**src/rtl/mixed_nested_rr_arbiter_pkg.sv**
```systemverilog
// mixedNestedInclude_package: shared beat sizing and the arbiter state encoding.
package mixedNestedInclude_package;
    localparam int DSIZE = 1;
    localparam int DSIZE2 = 2 * DSIZE;
    localparam int ARB_DATA_W = 32 * DSIZE2;
    localparam int ARB_MAX_BURST = 8;
    typedef enum logic {ARB_IDLE = 1'b0, ARB_LOCKED = 1'b1} arb_state_t;
endpackage

```
**src/rtl/mixed_nested_rr_arbiter_pick.sv**
```systemverilog
// mixed_nested_rr_pick: combinational rotate-priority picker, first request at or after ptr_i.
module mixed_nested_rr_pick #(
    parameter int N = 4,
    localparam int IW = $clog2(N)
) (
    input  logic [N-1:0]  req_i,
    input  logic [IW-1:0] ptr_i,
    output logic          any_o,
    output logic [IW-1:0] idx_o
);
    logic [IW-1:0] j;
    // Scan farthest offset first so the closest request to ptr_i wins last.
    always_comb begin
        any_o = 1'b0;
        idx_o = '0;
        j = '0;
        for (int k = N - 1; k >= 0; k--) begin
            j = IW'((int'(ptr_i) + k) % N);
            if (req_i[j]) begin
                any_o = 1'b1;
                idx_o = j;
            end
        end
    end
endmodule

```
**src/rtl/mixed_nested_rr_arbiter.sv**
```systemverilog
// mixed_nested_rr_arbiter: packet-level round-robin arbiter onto one registered output beat path.
module mixed_nested_rr_arbiter
    import mixedNestedInclude_package::*;
#(
    parameter int NUM_REQ = 4,
    parameter int DATA_W = ARB_DATA_W,
    parameter int MAX_BURST = ARB_MAX_BURST
) (
    input  logic                       clk,
    input  logic                       rst,
    input  logic [NUM_REQ-1:0]         req_vld,
    input  logic [NUM_REQ*DATA_W-1:0]  req_data,
    input  logic [NUM_REQ-1:0]         req_last,
    output logic [NUM_REQ-1:0]         req_rdy,
    output logic                       out_vld,
    output logic [DATA_W-1:0]          out_data,
    output logic                       out_last,
    output logic [$clog2(NUM_REQ)-1:0] out_src,
    input  logic                       out_rdy,
    output logic                       busy,
    output logic                       burst_err
);
    localparam int IW = $clog2(NUM_REQ);
    localparam int CW = $clog2(MAX_BURST + 1);
    arb_state_t state_q, state_d;
    logic [IW-1:0] rr_ptr_q, rr_ptr_d, grant_q, grant_d, pick_idx;
    logic [CW-1:0] beat_cnt_q, beat_cnt_d;
    logic pick_any, room, acc, locked;
    logic out_vld_q, out_last_q, burst_err_q;
    logic [DATA_W-1:0] out_data_q;
    logic [IW-1:0] out_src_q;
    mixed_nested_rr_pick #(.N(NUM_REQ)) u_pick (
        .req_i(req_vld),
        .ptr_i(rr_ptr_q),
        .any_o(pick_any),
        .idx_o(pick_idx)
    );
    assign locked = state_q == ARB_LOCKED;
    assign room = !out_vld_q || out_rdy;
    assign acc = locked && room && req_vld[grant_q];
    assign req_rdy = (locked && room) ? {{(NUM_REQ-1){1'b0}}, 1'b1} << grant_q : '0;
    always_comb begin
        state_d = state_q;
        grant_d = grant_q;
        rr_ptr_d = rr_ptr_q;
        beat_cnt_d = beat_cnt_q;
        if (!locked && pick_any) begin
            state_d = ARB_LOCKED;
            grant_d = pick_idx;
        end else if (acc) begin
            beat_cnt_d = beat_cnt_q == CW'(MAX_BURST) ? beat_cnt_q : beat_cnt_q + CW'(1);
            if (req_last[grant_q]) begin
                state_d = ARB_IDLE;
                rr_ptr_d = grant_q == IW'(NUM_REQ - 1) ? '0 : grant_q + IW'(1);
                beat_cnt_d = '0;
            end
        end
    end
    always_ff @(posedge clk) begin
        if (rst) begin
            state_q <= ARB_IDLE;
            rr_ptr_q <= '0;
            grant_q <= '0;
            beat_cnt_q <= '0;
            out_vld_q <= 1'b0;
            out_data_q <= '0;
            out_last_q <= 1'b0;
            out_src_q <= '0;
            burst_err_q <= 1'b0;
        end else begin
            state_q <= state_d;
            rr_ptr_q <= rr_ptr_d;
            grant_q <= grant_d;
            beat_cnt_q <= beat_cnt_d;
            if (acc) begin
                out_vld_q <= 1'b1;
                out_data_q <= req_data[int'(grant_q) * DATA_W +: DATA_W];
                out_last_q <= req_last[grant_q];
                out_src_q <= grant_q;
            end else if (out_rdy) begin
                out_vld_q <= 1'b0;
            end
            // A beat arriving with the counter already saturated overruns the burst limit.
            if (acc && beat_cnt_q == CW'(MAX_BURST)) burst_err_q <= 1'b1;
        end
    end
    assign out_vld = out_vld_q;
    assign out_data = out_data_q;
    assign out_last = out_last_q;
    assign out_src = out_src_q;
    assign busy = locked || out_vld_q;
    assign burst_err = burst_err_q;
endmodule

```
**config.mk**
```make
export PLATFORM = sky130hd
export DESIGN_NAME = mixed_nested_rr_arbiter
export DESIGN_NICKNAME = d
export VERILOG_FILES = /design/src/rtl/mixed_nested_rr_arbiter_pkg.sv /design/src/rtl/mixed_nested_rr_arbiter_pick.sv /design/src/rtl/mixed_nested_rr_arbiter.sv
export SDC_FILE = /design/constraint.sdc
export NUM_CORES = 1
export LEC_CHECK = 0
export ABC_CLOCK_PERIOD_IN_PS = 3000
export BUFFER_PORTS_ARGS = -buffer_cell sky130_fd_sc_hd__buf_2
export CAP_MARGIN = 20
export CORE_AREA = 2 2 132 134
export CTS_CLUSTER_SIZE = 8
export DETAILED_ROUTE_END_ITERATION = 10
export DIE_AREA = 0 0 134 136
export HOLD_SLACK_MARGIN = 0.02
export MAX_ROUTING_LAYER = met4
export SLEW_MARGIN = 30
export SYNTH_ARGS = -nofsm -noshare
export SYNTH_HDL_FRONTEND = slang
export SYNTH_SLANG_ARGS = --single-unit
```
**constraint.sdc**
```tcl
create_clock -name clk -period 3 [get_ports clk]
set_input_delay 0.9 -clock clk [delete_from_list [all_inputs] [get_ports clk]]
set_output_delay 0.9 -clock clk [all_outputs]
set_load 0.01 [all_outputs]
```
==> flow_metrics.env <==
export IMPL_start_util_pct=26.7
export IMPL_grt_usage_pct=16.7
export IMPL_powerDensity_mw_per_mm2=436
export IMPL_cts_tree="done"
export IMPL_fillCellCount=1715
export IMPL_max_cap_violations=0
export IMPL_cp_end_kind="primary output"
export IMPL_io_buffer_count=340
export IMPL_path_clk_slew_ps=60
export IMPL_synth_fp_nets=728
export IMPL_antenna_found_initial=3
export IMPL_routed_via_count=4760
export IMPL_htreeDepth=3
export IMPL_num_rows=48
export IMPL_leakagePower_uw=0.00302
export IMPL_syn_to_final_growth_pct=49.9
export IMPL_crit_type="input pin to primary output"
export IMPL_via_per_inst=4.72
export IMPL_p_clk_share_pct=37.0
export IMPL_drive_above_1_share_pct=56.2
export IMPL_die_y_um=136
export IMPL_postSynth_asyncResetShare_pct=0
export IMPL_drt_iter0_markers=204
export IMPL_placed_area_mm2=0.00644
export IMPL_setup_viol=0
export IMPL_critical_path_required_ps=2100
export IMPL_synth_largest_area_cell="dfxtp_1"
export IMPL_dieWidth_um=134
export IMPL_wl_per_cell_um=15.2
export IMPL_worst_hold_path_endpoint="out_data[40]"
export IMPL_timing_fmax_mhz=379
export IMPL_ys_ff_latch=78
export IMPL_cp_arrival_ps=1740
export IMPL_seq_power_share_pct=39.0
export IMPL_cts_buffers=9
export IMPL_r2r_start="grant_q[1]"
export IMPL_layout_nets=1049
export IMPL_dp_cells=990
export IMPL_dr_pass1_iters=4
export IMPL_synth_edff_count=0
export IMPL_hpwl_mm=12.1
export IMPL_pin_count=341
export IMPL_grt_pass1_wl_mm=23.2
export IMPL_fin_crit_sh_pct=88.0
export IMPL_finalHoldViolations=0
export IMPL_route_detailed_drc=0
export IMPL_post_cts_buffers=0
export IMPL_gr_total_overflow=0
export IMPL_worst_setup_path_start_kind="input pin"
export IMPL_antenna_left=0
export IMPL_status="completed"
export IMPL_p_sw_uw=804
export IMPL_clkLatencyLatePin_ps=330
export IMPL_ys_flop_type="dfxtp_1"
export IMPL_core_area_mm2=0.0169
export IMPL_pwr_share_comb_pct=24.0
export IMPL_relSlewSlack_pct=55.2
export IMPL_path_max_fanout=10
export IMPL_worst_pin_slew_ps=672
export IMPL_fin_area_mm2=0.00675
export IMPL_multi_input_comb_area_mm2=0.00271
export IMPL_yosysWarnings=0
export IMPL_synth_area_mm2=0.00450
export IMPL_rr_worst_depth=5
export IMPL_dieArea_mm2=0.0182
export IMPL_instances_no_fill=1009
export IMPL_holdBufCountCts=0
export IMPL_power_total_uw=2950
export IMPL_first_global_vias=4668
export IMPL_r2r_end="out_data[49]"
export IMPL_pre_cts_slack_ps=364
export IMPL_intPower_uw=2140
export IMPL_regArea_mm2=0.00157
export IMPL_avgSynthCellArea_um2=9.90
export IMPL_synth_cell_types=30
export IMPL_ir_drop_v=0.000249
export IMPL_synthTopCellsByArea="dfxtp_1 35%, mux4_2 33%, nand2_1 12%"
export IMPL_ctsResizeCount=0
export IMPL_min_from="out_data[40]"
export IMPL_finalWorstSetupSlack_ps=361
export IMPL_power_share_switching_pct=27.3
export IMPL_rsz0062_at_grt="false"
export IMPL_grt_max_degree=43
export IMPL_syn_inst=455
export IMPL_fin_crit_ps=2640
export IMPL_final_setup_tns_ps=0
export IMPL_slew_viol_final=0
export IMPL_drt_wl_total_mm=15.3
export IMPL_ys_seq_area_share_pct=34.7
export IMPL_whs_path_depth=2
export IMPL_gp_congestion=0.779
export IMPL_synth_top_area_share_pct=34.7
export IMPL_clockRootBuffer="clkbuf_16"
export IMPL_hold_path_class="flip-flop to flip-flop"
export IMPL_r2r_slack_ps=950
export IMPL_cts_buffer_depth=2
export IMPL_cts_sinks=78
export IMPL_clock_skew_ps=5.70
cell families after synthesis:
logic type / after synthesis / share of synthesized area, %
mux: 66 / 33.0
compound gates: 91 / 10.6
fa+ha+maj: 6 / 1.67
buf+inv: 51 / 5.14
flops: 78 / 34.7
simple gates: 163 / 14.9
placed cells by master (no fill, tap or decap), types with 4 or more instances in the layout:
cell type	n
buf_2	340
a21oi_1	79
nand3_1	4
ha_1	6
buf_4	8
and3_1	4
dfxtp_1	76
clkbuf_16	10
mux4_2	66
buf_12	4
inv_1	9
o21ai_0	6
nand2_1	138
synth_stat cells (all sizes together) (2+ instances only):
cell,instances
ha,6
and3,5
clkbuf,23
a21oi,79
nor2b,2
o21ai,6
inv,9
nand4,2
nand2b,2
nand2,138
a221oi,2
buf,19
mux4,66
nor2,3
dfxtp,78
nand3,5
sequential cells by signal (all words and copies together), names as in the netlist:
signal,flops
beat_cnt_q,4
out_last,1
out_vld,1
out_data,64
locked,1
grant_q,2
rr_ptr_q,2
out_src,2
burst_err,1
critical path, stage by stage:
cell and delay [ps]:
buf_2 90, nand2b_1 310, and3_1 290, buf_2 140
worst max path at each step:
stage                     startpoint    endpoint  cells after the start
after floorplan           grant_q[1]  req_rdy[0]                      6
after global placement       out_rdy  req_rdy[0]                      4
after detailed placement     out_rdy  req_rdy[3]                      4
after CTS                    out_rdy  req_rdy[3]                      4
after global routing         out_rdy  req_rdy[1]                      4
final                        out_rdy  req_rdy[3]                      4
layout make-up:
class                      count  area share (%)
sequential                    78            23.2
tap                          225            4.17
multi-input combinational    326            40.2
clock buffer                  12            4.11
inverter                       9           0.500
antenna                        3           0.111
timing repair buffer         352            27.3
clock inverter                 4           0.389
metal layers:
| layer | routed length, um | up-vias | global-route usage (%) |
|---|---|---|---|
| met5 | 0 | - | - |
| li1 | - | 2300 | - |
| met4 | 176 | 0 | 5.61 |
| met3 | 1070 | 12 | 3.21 |
| met2 | 8050 | 203 | 30.4 |
| met1 | 6030 | 2245 | 18.2 |
power by group through the flow:
stage / sequential (uW) / clock, uW / combinational (uW)
CTS: 1150 / 1140 / 717
finish: 1150 / 1090 / 707
global route: 1160 / 1180 / 775
floorplan: 1180 / 0 / 378
global placement: 1170 / 0 / 706
detailed placement: 1170 / 0 / 715
metrics by stage:
step	hold slack, ps	util, %
final	450	40.0
after global routing	467	40.0
after CTS	452	40.0
after detailed placement	443	38.2
after global placement	439	38.2
after floorplan	453	-
No activity file was read; power rests on OpenSTA's default activity.
